`config.mk`:
```
export PLATFORM = sky130hd
export DESIGN_NAME = al_ram_init_sequencer
export DESIGN_NICKNAME = d
export VERILOG_FILES = /design/src/rtl/al_ram_init_sequencer.sv
export SDC_FILE = /design/constraint.sdc
export NUM_CORES = 1
export LEC_CHECK = 0
export CORE_UTILIZATION = 41
export DETAILED_ROUTE_END_ITERATION = 16
export PLACE_DENSITY = 0.79
export SYNTH_ARGS = -nofsm -noshare
export SYNTH_HDL_FRONTEND = slang
export SYNTH_SLANG_ARGS = --single-unit
```
`constraint.sdc`:
```
create_clock -name clk -period 1.63 [get_ports clk]
set_input_delay 0.4075 -clock clk [delete_from_list [all_inputs] [get_ports clk]]
set_output_delay 0.4075 -clock clk [all_outputs]
set_load 0.03 [all_outputs]
```
`src/rtl/al_ram_init_sequencer.sv`:
```
// Initialisation / partition re-enable sweeper for the active-list next-PC RAM.
// Owns the RAM write port while sweeping, otherwise passes producer writes through.
module al_ram_init_sequencer #(
    parameter int                 DEPTH     = 16,
    parameter int                 INDEX     = 4,
    parameter int                 WIDTH     = 8,
    parameter int                 NUM_PARTS = 4,
    parameter logic [WIDTH-1:0]   RESET_VAL = '0
) (
    input  logic                 clk,
    input  logic                 reset,
    input  logic [NUM_PARTS-1:0] partitionActive_i,
    input  logic                 reconfig_i,
    input  logic                 wrEn_i,
    input  logic [INDEX-1:0]     wrAddr_i,
    input  logic [WIDTH-1:0]     wrData_i,
    output logic                 wrStall_o,
    output logic                 ramWe_o,
    output logic [INDEX-1:0]     ramAddr_o,
    output logic [WIDTH-1:0]     ramData_o,
    output logic                 ready_o,
    output logic                 initDone_o,
    output logic                 illegalWr_o,
    output logic [NUM_PARTS-1:0] activeMask_o
);

    localparam int PART_SIZE = DEPTH / NUM_PARTS;
    localparam int PW        = (NUM_PARTS > 1) ? $clog2(NUM_PARTS) : 1;

    typedef enum logic {
        SWEEP = 1'b0,
        READY = 1'b1
    } state_t;

    function automatic logic [PW-1:0] part_of(input logic [INDEX-1:0] addr);
        logic [INDEX-1:0] q;
        q = addr / INDEX'(PART_SIZE);
        return q[PW-1:0];
    endfunction

    state_t               state_q, state_d;
    logic [INDEX-1:0]     cnt_q, cnt_d;
    logic [NUM_PARTS-1:0] sweep_mask_q, sweep_mask_d;
    logic [NUM_PARTS-1:0] active_q, active_d;
    logic                 illegal_q, illegal_d;
    logic                 init_done_q, init_done_d;

    logic [NUM_PARTS-1:0] new_mask;
    logic [NUM_PARTS-1:0] merged_mask;
    logic                 last_cnt;
    logic                 wr_hits_active;

    // State register
    always_ff @(posedge clk) begin
        if (reset) begin
            state_q      <= SWEEP;
            cnt_q        <= '0;
            sweep_mask_q <= '1;
            active_q     <= '1;
            illegal_q    <= 1'b0;
            init_done_q  <= 1'b0;
        end else begin
            state_q      <= state_d;
            cnt_q        <= cnt_d;
            sweep_mask_q <= sweep_mask_d;
            active_q     <= active_d;
            illegal_q    <= illegal_d;
            init_done_q  <= init_done_d;
        end
    end

    assign new_mask       = partitionActive_i & ~active_q;
    assign merged_mask    = (sweep_mask_q | new_mask) & partitionActive_i;
    assign last_cnt       = (cnt_q == INDEX'(DEPTH - 1));
    assign wr_hits_active = active_q[part_of(wrAddr_i)];

    // Next-state logic
    always_comb begin
        state_d      = state_q;
        cnt_d        = cnt_q;
        sweep_mask_d = sweep_mask_q;
        active_d     = active_q;
        illegal_d    = illegal_q;
        init_done_d  = 1'b0;

        unique case (state_q)
            SWEEP: begin
                if (reconfig_i) begin
                    // Restart the sweep so newly enabled parts get every entry.
                    active_d     = partitionActive_i;
                    sweep_mask_d = merged_mask;
                    cnt_d        = '0;
                    if (merged_mask == '0) begin
                        state_d     = READY;
                        init_done_d = 1'b1;
                    end
                end else if (last_cnt) begin
                    cnt_d       = '0;
                    state_d     = READY;
                    init_done_d = 1'b1;
                end else begin
                    cnt_d = cnt_q + INDEX'(1);
                end
            end
            READY: begin
                if (wrEn_i && !wr_hits_active) begin
                    illegal_d = 1'b1;
                end
                if (reconfig_i) begin
                    active_d = partitionActive_i;
                    if (new_mask != '0) begin
                        state_d      = SWEEP;
                        cnt_d        = '0;
                        sweep_mask_d = new_mask;
                    end
                end
            end
            default: state_d = SWEEP;
        endcase
    end

    // Output logic
    always_comb begin
        ramWe_o   = 1'b0;
        ramAddr_o = cnt_q;
        ramData_o = RESET_VAL;

        unique case (state_q)
            SWEEP: begin
                ramWe_o   = sweep_mask_q[part_of(cnt_q)];
                ramAddr_o = cnt_q;
                ramData_o = RESET_VAL;
            end
            READY: begin
                ramWe_o   = wrEn_i & wr_hits_active;
                ramAddr_o = wrAddr_i;
                ramData_o = wrData_i;
            end
            default: ramWe_o = 1'b0;
        endcase

        // No RAM writes leave the block while reset is held.
        if (reset) begin
            ramWe_o = 1'b0;
        end
    end

    assign ready_o      = (state_q == READY);
    assign wrStall_o    = ~ready_o;
    assign initDone_o   = init_done_q;
    assign illegalWr_o  = illegal_q;
    assign activeMask_o = active_q;

endmodule

```
Word-level counts from Yosys, hierarchy flattened:

Index checks and enable logic that the tools add are counted.

* logic and storage cells: 51
* register bits: 15
* input bits: 20
* output and inout port bits: 21

* mux-type cells: 24
* eq/ne operators: 4
* add/sub/neg operators: 1
* $lt $le $gt $ge: 2
* bitwise logic cells: 6
* reductions and logical operators: 8

Operators by type and width (number)
* 2-to-1 mux 4 bit: 8
* one-hot mux 4 bit (2 select lines): 3
* one-hot mux 8 bit (2 select lines): 1
* bitwise AND 4 bit: 2
* 2-to-1 mux 1 bit: 8
* less-than comparator 2 x 3 -> 1 bit (second input constant): 2
* adder 4 x 1 -> 4 bit (second input constant): 1
* binary-select mux 1 bit (select 2 bit): 2
* equality test 4 bit (second input constant): 1
* zero test 4 bit: 1
* != test 2 bit (second input constant): 2
* NOT 4 bit: 1
* bitwise OR 4 bit: 1
* one-hot mux 1 bit (2 select lines): 2
* AND reduction 2 bit: 2
* nonzero test 4 bit: 1
* AND reduction 3 bit: 1
* != test 2 x 1 -> 1 bit (second input constant): 1
* OR reduction 2 bit: 1
* bitwise AND 1 bit: 1
* logical AND 1 bit: 1
* zero test 1 bit: 1
* NOT 1 bit: 1

Logic depth before layout (Yosys ltp):

* depth after elaboration: 8
* depth in mapped cells: 5
* gate-level depth less buffers: 5

Least setup slack after synthesis:

Ideal clock, no wire load.

* path type: register to output
* from: register state_q (netlist: ready_o)
* to: output ramWe_o
* path buffers: 2
* required time: 1222 ps
* path slack: -395 ps
* cell stages (with the launch flop): 5
* arrival: 1618 ps
* path through: dfxtp_1 buf_2 buf_2 nand3_1 a21oi_1

* longest elaborated chain between the ends: 3

Ends and longest elaborated chain
* start: declaration: RTL line 41 `state_t state_q, state_d;`
* start signal: assignment: RTL line 63 `state_q <= state_d;`
* NOT 1 bit: RTL line 128 `unique case (state_q)`
* one-hot mux 1 bit (2 select lines) *: RTL line 128
* 2-to-1 mux 1 bit *: RTL line 143 `if (reset) begin`
* end: declaration: RTL line 18 `output logic ramWe_o,`

Every way passes the cells marked *; elsewhere a longest branch is shown, timed or not.

Worst setup path in the final report:

* from: register cnt_q[2]
* to: output ramWe_o

* longest elaborated chain between the ends: 4

Ends and longest elaborated chain
* start: declaration: RTL line 42 `logic [INDEX-1:0] cnt_q, cnt_d;`
* start signal: assignment: RTL line 64 `cnt_q <= cnt_d;`
* binary-select mux 1 bit (select 2 bit): RTL line 130 `ramWe_o = sweep_mask_q[part_of(cnt_q)];`
* 2-to-1 mux 1 bit (not written as such): RTL line 130
* one-hot mux 1 bit (2 select lines): RTL line 128
* 2-to-1 mux 1 bit: RTL line 143

No other way between the ends. The select of a mux whose other input is x is not followed.

==> impl_results.md <==
* Failing checks: negative setup slack
* Multi-input gate area at ~650 um^2
* Worst hold-check path type: reg -> reg
* Drt total wl at 3490 um
* Die Width at just under 50 um
* Total clock sinks at 15
* Max VDD drop at 597 uV
* Fraction of registers with async set/reset at 0
* Skew-Pair Late Insertion Delay at 0.31 ns
* YS warnings at 0
* Average via count per standard cell at 5.78
* CTS max path bufs at 2
* P_int at 0.000676 W
* Die Footprint at 2470 um^2
* DRC viols at 0
* Seq cells post-synth at 15
* Max-capacitance violation count at 0
* I/O pin total at 41
* Slack of the worst reg-to-reg path at 0.01 ns
* RSZ-0062 raised after global routing: true
* Critical Path Fanout Max at 2
* Placement Cell Area at 1510 um^2
* First-pass GRT wire length at 5050 um
* Global placement routability congestion at 0.811
* Sequential share of power at 0.406
* Max Transition Viols Final at 0
* Relative slew slack at 0.728
* Final Cycle Share at 1.18
* Pin count of the biggest net entering global routing at 12
* Lkg Pwr at 0.793 nW
* Clk slew on worst S/H paths at 0.11 ns
* Number of flops mapped to enable cells by yosys at 0
* Std cell rows at 16
* Commonest non-fill, non-tap cell in the layout: buf_4
* Status: finished with violations
* GRT Total Usage at 0.271
* Fmax at 0.518 GHz
* Antenna violations before repair at 0
* Final hold violations at 0
* Register Area at 310 um^2
* Fin nets at 191
* Antenna Nets Post-Route at 0
* Commonest cells after routing, fill and taps aside: buf_4, buf_6, clkdlybuf4s50_1, dfxtp_1, and2_4
* Total negative setup slack at -0.447 ns
* Cell area after layout at 1730 um^2
* Number of global-route vias before repair at 1073
* Die Height at 49.7 um
* CP startpoint kind: flip-flop
* CP Capture Type: output pin
* Final worst slack at -0.301 ns
* N_diodes at 0
* Starting DRT DRC Count at 35
* CTS tree: yes
* HPWL Detailed at 2200 um
* Cells after synthesis at 101
* Grt total ovfl at 0
* Syn Nets at 122
* Drt wl/cell at 17.8 um
* Share of layout cells above drive strength 1 at 0.473
* Critical path endpoint: ramWe_o
* Overall Power at 0.000997 W
* Worst Setup Path Type: reg -> out
* I/O Buffers at 40
* Crit path DAT at 1.52 ns
* Clock power share at 0.228
* CTS root buffer: clkbuf_4
* DR vias at approximately 1100
* Worst reg2reg startpoint: activeMask_o[1]$_SDFFE_PP1P_
* Count of different cell masters after synthesis at 37
* NetSw at roughly 0.00032 W
* Hold_sp: illegalWr_o$_SDFFE_PP0P_
* PwrDens at a little under 600 nW/um^2
* Sequential share of the synthesized area at 0.321
* Fin cells at 196
* R2r endpoint: cnt_q[2]$_SDFFE_PP0P_
* Prevailing post-synth register cell: dfxtp_1
* CTS buffer count at 3
* Finished Core Util at 0.847
* Launch point of the worst path: cnt_q[2]$_SDFFE_PP0P_
* Finish-stage setup viols at 6
* FF-to-FF path depth at 5
* Sw Share at 0.322
* Critical Path RT at 1.22 ns
* Syn Area/Cell at approximately 9 um^2
* Logic pwr share at 0.366
* CTS H-tree lvls at 1
* 1st-pass router iterations at 4
* Tmin final at 1.93 ns
* Core Box Area at 2040 um^2
* Synthesized cell area at 935 um^2
* Initial Util at 0.458
* Least-Margin Pin Slew at 0.405 ns
* Final Skew at between 0.015 and 0.02 ns
* Fillers at 105
* Layout area overhead at 85.0%
* Hold path cells at 2
* Placed Instances at 187
==> worst min-delay path by stage <==
stage / end / slack [ns]
floorplan: sweep_mask_q[2]$_SDFFE_PP1P_ / 0.46
global placement: illegalWr_o$_SDFFE_PP0P_ / 0.46
detailed placement: illegalWr_o$_SDFFE_PP0P_ / 0.46
CTS: illegalWr_o$_SDFFE_PP0P_ / 0.48
global route: activeMask_o[1]$_SDFFE_PP1P_ / 0.50
finish: illegalWr_o$_SDFFE_PP0P_ / 0.48
==> kinds of logic after synthesis <==
family	Yosys count	share of synthesized area
buffers and inverters	11	0.0469
muxes	9	0.131
and+or+nand+nor	40	0.274
adders and majority gates	1	0.0134
AOI/OAI and AO/OA	25	0.213
DFF	15	0.321
==> through the flow <==
step           setup WS (ns)  hold WS [ns]
6_report              -0.301         0.477
5_1_grt               -0.333         0.503
4_1_cts               -0.208         0.477
3_3_place_gp           -1.04         0.458
2_1_floorplan       -0.00610         0.464
3_5_place_dp           -1.05         0.462
==> repair_timing <==
action	CTS	global route
hold buffers	0	0
pin swaps	2	3
gates cloned	1	0
endpoints found under the hold margin	0	0
endpoints found under the setup margin	11	19
resized for setup	42	24
buffers inserted	4	0
==> power groups by stage <==
stage	combinational, W	clock (W)	sequential [W]
final	0.000365	0.000228	0.000405
after global routing	0.000384	0.000254	0.000407
after CTS	0.000343	0.000222	0.000402
after detailed placement	0.000317	0	0.000410
after global placement	0.000310	0	0.000409
after floorplan	0.000140	0	0.000427
==> Yosys cell counts (2+ instances only) <==
cell type,number,area share
dfxtp_1,15,0.32
and2_1,8,0.054
nand2_1,8,0.032
inv_1,6,0.024
a31oi_1,5,0.033
a211o_1,4,0.037
a221o_1,4,0.043
mux2i_1,4,0.043
nor2_1,4,0.016
nor2b_1,4,0.027
mux2_2,3,0.036
nand2b_1,3,0.020
nand3_1,3,0.016
nor2b_4,3,0.044
a21o_1,2,0.016
buf_2,2,0.011
clkbuf_1,2,0.0080
o21ai_0,2,0.011
==> area by class of cell <==
cell class,count,area share
Timing Repair Buffer,69,0.395
Multi-Input combinational cell,75,0.377
Sequential cell,15,0.179
Tap cell,27,0.0195
Clock buffer,3,0.0130
Inverter,6,0.0130
Clock inverter,1,0.00289
==> critical path: stages, from the launching register on <==
cell and delay, ns:
dfxtp_2 0.36, mux4_2 0.53, nand2_2 0.13, a21oi_4 0.06
buf_6 0.14
==> registers in the layout, indices dropped and copies added (netlist names) <==
| signal | flops |
|---|---|
| activeMask_o | 4 |
| cnt_q | 4 |
| sweep_mask_q | 4 |
| illegalWr_o | 1 |
| initDone_o | 1 |
| ready_o | 1 |
==> layer usage <==
metal | vias up | GRT usage | wire [um]
met3 | 13 | 0.0463 | 250
met2 | 60 | 0.495 | 1810
met4 | 0 | 0.100 | 120
met5 | - | 0 | 0
li1 | 509 | - | -
met1 | 550 | 0.310 | 1310
No activity file was read; power rests on OpenSTA's default activity.
